## src/rtl/mmio_timer_pkg.sv

```systemverilog
// Shared register-map offsets and TCON bit positions for the mmio_timer_irq peripheral.
package mmio_timer_pkg;

    localparam logic [7:0] OFF_TH    = 8'h00;
    localparam logic [7:0] OFF_TL    = 8'h04;
    localparam logic [7:0] OFF_TCON  = 8'h08;
    localparam logic [7:0] OFF_PEND  = 8'h80;
    localparam logic [7:0] OFF_MASK  = 8'h84;
    localparam logic [7:0] OFF_PRESC = 8'h88;
    localparam logic [7:0] OFF_PCNT  = 8'h8C;

    localparam int CH_STRIDE = 16;

    localparam int TCON_EN      = 0;
    localparam int TCON_IE      = 1;
    localparam int TCON_ONESHOT = 2;
    localparam int TCON_W       = 3;

endpackage

```

## src/rtl/timer_channel.sv

```systemverilog
// One reload timer channel: TH/TL/TCON registers, counting on prescaler ticks,
// overflow pulse generation and one-shot auto-disable.
module timer_channel
    import mmio_timer_pkg::*;
#(
    parameter int CNT_W = 32
) (
    input  logic              clk,
    input  logic              reset,
    input  logic              tick,
    input  logic              wr_th,
    input  logic              wr_tl,
    input  logic              wr_tcon,
    input  logic [31:0]       wdata,
    output logic [CNT_W-1:0]  th,
    output logic [CNT_W-1:0]  tl,
    output logic [TCON_W-1:0] tcon,
    output logic              ovf,
    output logic              ie
);

    logic en;
    logic oneshot;
    logic unused_wdata;

    assign en           = tcon[TCON_EN];
    assign oneshot      = tcon[TCON_ONESHOT];
    assign ie           = tcon[TCON_IE];
    assign ovf          = tick && en && (tl == {CNT_W{1'b1}});
    assign unused_wdata = ^wdata;

    always_ff @(posedge clk or posedge reset) begin
        if (reset) begin
            th <= '0;
        end else if (wr_th) begin
            th <= wdata[CNT_W-1:0];
        end
    end

    // A bus write to TL takes priority over both counting and reload.
    always_ff @(posedge clk or posedge reset) begin
        if (reset) begin
            tl <= '0;
        end else if (wr_tl) begin
            tl <= wdata[CNT_W-1:0];
        end else if (ovf) begin
            tl <= th;
        end else if (tick && en) begin
            tl <= tl + CNT_W'(1);
        end
    end

    // A bus write to TCON overrides the one-shot self-disable on the same edge.
    always_ff @(posedge clk or posedge reset) begin
        if (reset) begin
            tcon <= '0;
        end else if (wr_tcon) begin
            tcon <= wdata[TCON_W-1:0];
        end else if (ovf && oneshot) begin
            tcon[TCON_EN] <= 1'b0;
        end
    end

endmodule

```

## src/rtl/mmio_timer_irq.sv

```systemverilog
// Memory-mapped multi-channel timer with shared prescaler, pending/mask registers
// and a single aggregated level interrupt.
module mmio_timer_irq
    import mmio_timer_pkg::*;
#(
    parameter int          NUM_CH    = 4,
    parameter int          CNT_W     = 32,
    parameter int          PRESC_W   = 16,
    parameter logic [31:0] BASE_ADDR = 32'h40000100
) (
    input  logic        clk,
    input  logic        reset,
    input  logic        rd,
    input  logic        wr,
    input  logic [31:0] addr,
    input  logic [31:0] wdata,
    output logic [31:0] rdata,
    output logic        irqout
);

    logic [7:0]         offset;
    logic               hit;
    logic               ch_hit;
    logic [2:0]         ch_idx;
    logic [7:0]         reg_off;
    logic               unused_addr;

    logic [NUM_CH-1:0]  pend;
    logic [NUM_CH-1:0]  mask;
    logic [PRESC_W-1:0] presc;
    logic [PRESC_W-1:0] pcnt;
    logic               tick;

    logic               wr_pend;
    logic               wr_mask;
    logic               wr_presc;

    logic [CNT_W-1:0]   th_q   [NUM_CH];
    logic [CNT_W-1:0]   tl_q   [NUM_CH];
    logic [TCON_W-1:0]  tcon_q [NUM_CH];
    logic [NUM_CH-1:0]  ovf;
    logic [NUM_CH-1:0]  ie;

    assign offset      = addr[7:0];
    assign hit         = (addr[31:8] == BASE_ADDR[31:8]);
    assign ch_hit      = hit && ({24'b0, offset} < 32'(NUM_CH * CH_STRIDE));
    assign ch_idx      = offset[6:4];
    assign reg_off     = {4'h0, offset[3:0]};
    assign unused_addr = ^addr[1:0];

    assign wr_pend  = wr && hit && (offset == OFF_PEND);
    assign wr_mask  = wr && hit && (offset == OFF_MASK);
    assign wr_presc = wr && hit && (offset == OFF_PRESC);

    assign tick = (pcnt == presc);

    // Writing PRESC restarts the prescaler so the new period begins cleanly.
    always_ff @(posedge clk or posedge reset) begin
        if (reset) begin
            presc <= '0;
            pcnt  <= '0;
        end else begin
            if (wr_presc) begin
                presc <= wdata[PRESC_W-1:0];
            end
            if (wr_presc || tick) begin
                pcnt <= '0;
            end else begin
                pcnt <= pcnt + PRESC_W'(1);
            end
        end
    end

    // A fresh overflow beats a write-1-to-clear of the same bit.
    always_ff @(posedge clk or posedge reset) begin
        if (reset) begin
            pend <= '0;
            mask <= '0;
        end else begin
            pend <= (pend & ~(wr_pend ? wdata[NUM_CH-1:0] : '0)) | ovf;
            if (wr_mask) begin
                mask <= wdata[NUM_CH-1:0];
            end
        end
    end

    for (genvar c = 0; c < NUM_CH; c++) begin : g_ch
        logic sel;

        assign sel = wr && ch_hit && (ch_idx == 3'(c));

        timer_channel #(
            .CNT_W (CNT_W)
        ) u_channel (
            .clk     (clk),
            .reset   (reset),
            .tick    (tick),
            .wr_th   (sel && (reg_off == OFF_TH)),
            .wr_tl   (sel && (reg_off == OFF_TL)),
            .wr_tcon (sel && (reg_off == OFF_TCON)),
            .wdata   (wdata),
            .th      (th_q[c]),
            .tl      (tl_q[c]),
            .tcon    (tcon_q[c]),
            .ovf     (ovf[c]),
            .ie      (ie[c])
        );
    end

    assign irqout = |(pend & mask & ie);

    always_comb begin
        rdata = 32'h0;
        if (rd && hit) begin
            if (ch_hit) begin
                for (int c = 0; c < NUM_CH; c++) begin
                    if (ch_idx == 3'(c)) begin
                        case (reg_off)
                            OFF_TH:   rdata = 32'(th_q[c]);
                            OFF_TL:   rdata = 32'(tl_q[c]);
                            OFF_TCON: rdata = 32'(tcon_q[c]);
                            default:  rdata = 32'h0;
                        endcase
                    end
                end
            end else begin
                case (offset)
                    OFF_PEND:  rdata = 32'(pend);
                    OFF_MASK:  rdata = 32'(mask);
                    OFF_PRESC: rdata = 32'(presc);
                    OFF_PCNT:  rdata = 32'(pcnt);
                    default:   rdata = 32'h0;
                endcase
            end
        end
    end

endmodule

```

## config.mk

```make
export PLATFORM = sky130hd
export DESIGN_NAME = mmio_timer_irq
export DESIGN_NICKNAME = d
export VERILOG_FILES = /design/src/rtl/mmio_timer_pkg.sv /design/src/rtl/timer_channel.sv /design/src/rtl/mmio_timer_irq.sv
export SDC_FILE = /design/constraint.sdc
export NUM_CORES = 1
export LEC_CHECK = 0
export BUFFER_PORTS_ARGS = -buffer_cell sky130_fd_sc_hd__buf_2
export CAP_MARGIN = 0
export CORE_AREA = 4 4 204 206
export DETAILED_ROUTE_END_ITERATION = 12
export DIE_AREA = 0 0 208 210
export GPL_ROUTABILITY_DRIVEN = 1
export PLACE_DENSITY_LB_ADDON = 0.1
export RECOVER_POWER = 50
export SLEW_MARGIN = 25
export SYNTH_ARGS = -nofsm -noshare
export SYNTH_HDL_FRONTEND = slang
export SYNTH_SLANG_ARGS = --single-unit
export TNS_END_PERCENT = 100
```

## constraint.sdc

```tcl
create_clock -name clk -period 24.2 [get_ports clk]
set_clock_uncertainty 0.2 [all_clocks]
set_input_delay 1.21 -clock clk [delete_from_list [all_inputs] [get_ports clk]]
set_output_delay 1.21 -clock clk [all_outputs]
set_load 0.1 [all_outputs]
```

==> metrics.md <==
| Metric | Value |
|---|---|
| CORE AREA | ~40000 um^2 |
| Hold Path Class | reg2reg |
| Failing checks | max-capacitance violations, max-slew violations |
| Synth Warn # | 0 |
| FF-to-FF path depth | 7 |
| Setup TNS | 0 ns |
| Footprint of the multi-input gates | 11000 um^2 |
| Gate Count Post-Synth | 2103 |
| Internal power | 854 uW |
| Commonest cells after routing, fill and taps aside | dfrtp_1 (308), nand2_1 (176), o21ai_0 (161) |
| Area Growth Syn to Fin | 8.78% |
| CP max stage delay | roughly 6.5 ns |
| HP Start | g_ch[0].u_channel.tcon[1] |
| Inserted Diodes | 0 |
| Fillers | between 3000 and 4000 |
| CTS Root Cell | clkbuf_16 |
| Startpoint class of the critical path | input port |
| Power after layout | 1130 uW |
| Worst-path maximum fanout | roughly 170 |
| Clock transition at path regs | 0.06 ns |
| Vias in the first global route | between 15000 and 20000 |
| Slew Viols, Final | 448 |
| Tmin final | 12.09 ns |
| Drt pass-1 iters | 5 |
| Worst setup EP type | async pin |
| Vias post-DR | 17900 |
| LEAKAGE | 0.00925 uW |
| Fin crit share | between 40% and 50% |
| Bufs on Longest Clock Path | 3 |
| WP data required | 22.36 ns |
| Netlist Area Pre-Place | 19600 um^2 |
| I/O pins | ~100 |
| Net count, final | 2173 |
| DRC Markers | 0 |
| Final setup fails | 0 |
| Slew HR | -508% |
| H-tree levels | 2 |
| Vias per std cell | 6.78 |
| WHS | 0.313 ns |
| Syn Nets | 2176 |
| DR iter-0 viols | 1928 |
| PortBufs | 100 |
| Setup Slack @ Placement | 17.98 ns |
| WP data arrival | 10.25 ns |
| Number of synthesized flops with an enable pin | 0 |
| Ys flop type | dfrtp_1 |
| Final hold vios | 0 |
| Design area | between 20000 and 25000 um^2 |
| Status | finished with violations |
| Setup ws final | 12.11 ns |
| Setup CP Type | in2async |
| First-pass GRT wire length | 105000 um |
| Worst-Margin Slew | about 9 ns |
| Largest net degree at the start of global routing | about 170 |
| RSZ-0062 raised after global routing | false |
| Sequential Area | around 7700 um^2 |
| Worst reg2reg endpoint | g_ch[0].u_channel.tl[12] |
| Reg-to-reg startpoint | pcnt[7] |
| Hold path depth | 2 |
| DP Wirelength | 46800 um |
| Starting density of the core | 49.5% |
| Initial antenna violation count | 1 |
| CTS tree | built |
| Most common cell after layout, fill and taps aside | dfrtp_1 |
| Hold Path End | g_ch[0].u_channel.tcon[1] |
| Post-synthesis sequential element count | between 300 and 400 |
| Fmax | approximately 83 MHz |
| Synth cell types | between 80 and 90 |
| # rows | 73 |
| Seq pwr share | 45.5% |
| DRT Wirelength | about 69000 um |
| Post-cts sizing count | 0 |
| Pwr Density | 53.0 nW/um^2 |
| Routed Antenna Nets | 0 |
| GPL Wtd Cong | 0.907 |
| Setup Buffers After CTS | 0 |
| Share of layout cells above drive strength 1 | ~13% |
| R2R Setup Slk | 20.04 ns |
| Hold buffers post-CTS | 0 |
| Clk_lat worst skew | ~0.57 ns |
| CTS Buf Count | 37 |
| Die Footprint | 43700 um^2 |
| Chip Width | 208 um |
| Fraction of the yosys area taken by sequential cells | 39.3% |
| Cell breakdown of the critical path | buf_2 > clkinvlp_2 > clkbuf_1 |
| Clock power frac | 48.4% |
| Sw Share | 24.5% |
| Async set-reset flop share out of synthesis | 100% |
| Net switching power | roughly 280 uW |
| GRT Util Overall | 30.5% |
| CP max-delay cell | clkbuf_1 |
| Avg Inst Size Synth | between 9 and 10 um^2 |
| Combinational share of power | 6.0% |
| Clock sinks | slightly above 300 |
| Grt ovf | 0 |
| Max-cap viol count | 6 |
| Die height | 210 um |
| Post-Place Cell Area | 20200 um^2 |
| Peak VDD IR | ~0.047 mV |
| Per-cell routed wire length | between 20 and 30 um |
[worst max-delay path, delay by kind of cell]
| family | cells | cell delay (ns) |
|---|---|---|
| buffers and inverters | 3 | 8.70 |
[state kept, by name, indices dropped and copies added, names as in the netlist]
signal / flops
g_ch.u_channel.th: 128
g_ch.u_channel.tl: 128
pcnt: 16
presc: 16
g_ch.u_channel.tcon: 12
mask: 4
pend: 4
[area by class of cell]
type                       instances  share of cell area, %
sequential                       308                   36.1
timing repair buffer             125                   3.16
clock buffer                      53                   5.05
clock inverter                     9                  0.358
multi-input combinational       1594                   51.6
tap                              525                   3.08
inverter                          34                  0.604
[layer usage]
metal / share of wire [%] / wire length, um / GRT usage (%) / vias up
li1: - / - / - / 7908
met1: 42 / 29100 / 42.4 / 8975
met2: 45 / 31000 / 47.5 / 881
met3: 7.5 / 5160 / 4.18 / 175
met4: 5.5 / 3780 / 14.7 / 2
met5: 0.022 / 15 / 0 / -
[how the worst max path moves through the flow]
stage          startpoint                   endpoint  slack [ns]  cells after the start
3_3_place_gp      addr[2]                   rdata[2]       18.00                     10
3_5_place_dp      addr[2]                   rdata[2]       17.98                     10
2_1_floorplan       reset  g_ch[0].u_channel.tcon[0]       14.27                      1
4_1_cts           addr[2]                   rdata[2]       17.95                     10
6_report            reset  g_ch[2].u_channel.tcon[1]       12.11                      3
5_1_grt             reset    g_ch[0].u_channel.th[4]       10.02                      3
[power groups by stage]
| stage | registers, uW | logic [uW] | clock network, uW |
|---|---|---|---|
| after floorplan | 525 | 36.4 | 0 |
| after global placement | 524 | 66.9 | 0 |
| after detailed placement | 524 | 66.2 | 0 |
| after CTS | 515 | 66.4 | 556 |
| after global routing | 515 | 72.2 | 575 |
| final | 515 | 68.0 | 548 |
[synthesized netlist by cell type (5+ instances only)]
| master | count | area share, % |
|---|---|---|
| and2_1 | 17 | 0.54 |
| and3_1 | 35 | 1.1 |
| a31oi_1 | 32 | 1.0 |
| o2111ai_1 | 13 | 0.58 |
| xor2_1 | 31 | 1.4 |
| a2bb2oi_1 | 5 | 0.22 |
| o21ai_0 | 161 | 4.1 |
| a221o_1 | 11 | 0.56 |
| a22o_1 | 8 | 0.36 |
| a211oi_1 | 19 | 0.73 |
| ha_1 | 5 | 0.32 |
| a41oi_1 | 11 | 0.49 |
| nor4_1 | 20 | 0.64 |
| inv_1 | 34 | 0.65 |
| buf_1 | 17 | 0.33 |
| nor2_1 | 126 | 2.4 |
| o21ai_1 | 9 | 0.23 |
| nand4_1 | 64 | 2.0 |
| xnor2_1 | 17 | 0.76 |
| nor4_2 | 5 | 0.32 |
| and4_1 | 37 | 1.7 |
| dfrtp_1 | 308 | 39 |
| nand3_1 | 64 | 1.6 |
| o31ai_1 | 24 | 0.92 |
| clkbuf_1 | 70 | 1.3 |
| o211ai_1 | 37 | 1.4 |
| nand2_1 | 176 | 3.4 |
| mux2_1 | 118 | 6.8 |
| buf_4 | 8 | 0.31 |
| nand2b_1 | 6 | 0.19 |
| mux2_2 | 47 | 2.7 |
| nor3_1 | 37 | 0.94 |
| a21oi_1 | 116 | 3.0 |
| a21o_1 | 13 | 0.50 |
| a221oi_1 | 11 | 0.49 |
| o2bb2ai_1 | 13 | 0.58 |
| a2111oi_0 | 15 | 0.67 |
| o22ai_1 | 39 | 1.2 |
| a22oi_1 | 9 | 0.34 |
| mux2i_1 | 142 | 7.2 |
| or2_2 | 11 | 0.35 |
| buf_2 | 68 | 1.7 |
[kinds of logic after synthesis]
family                   Yosys count  synth area share (%)
XOR/XNOR                          48                  2.14
AND/OR/NAND/NOR                  644                  17.5
adder cells (fa/ha/maj)            5                 0.319
buffers and inverters            201                  4.52
AO/OA/AOI/OAI                    588                  19.3
multiplexers                     309                  16.9
flip-flops                       308                  39.3
[metrics by stage]
step                std cells  util, %
floorplan                2103        -
global placement         2584     51.0
detailed placement       2584     51.1
CTS                      2646     54.0
global route             2648     53.9
finish                   2648     53.9
No activity file was read; power rests on OpenSTA's default activity.
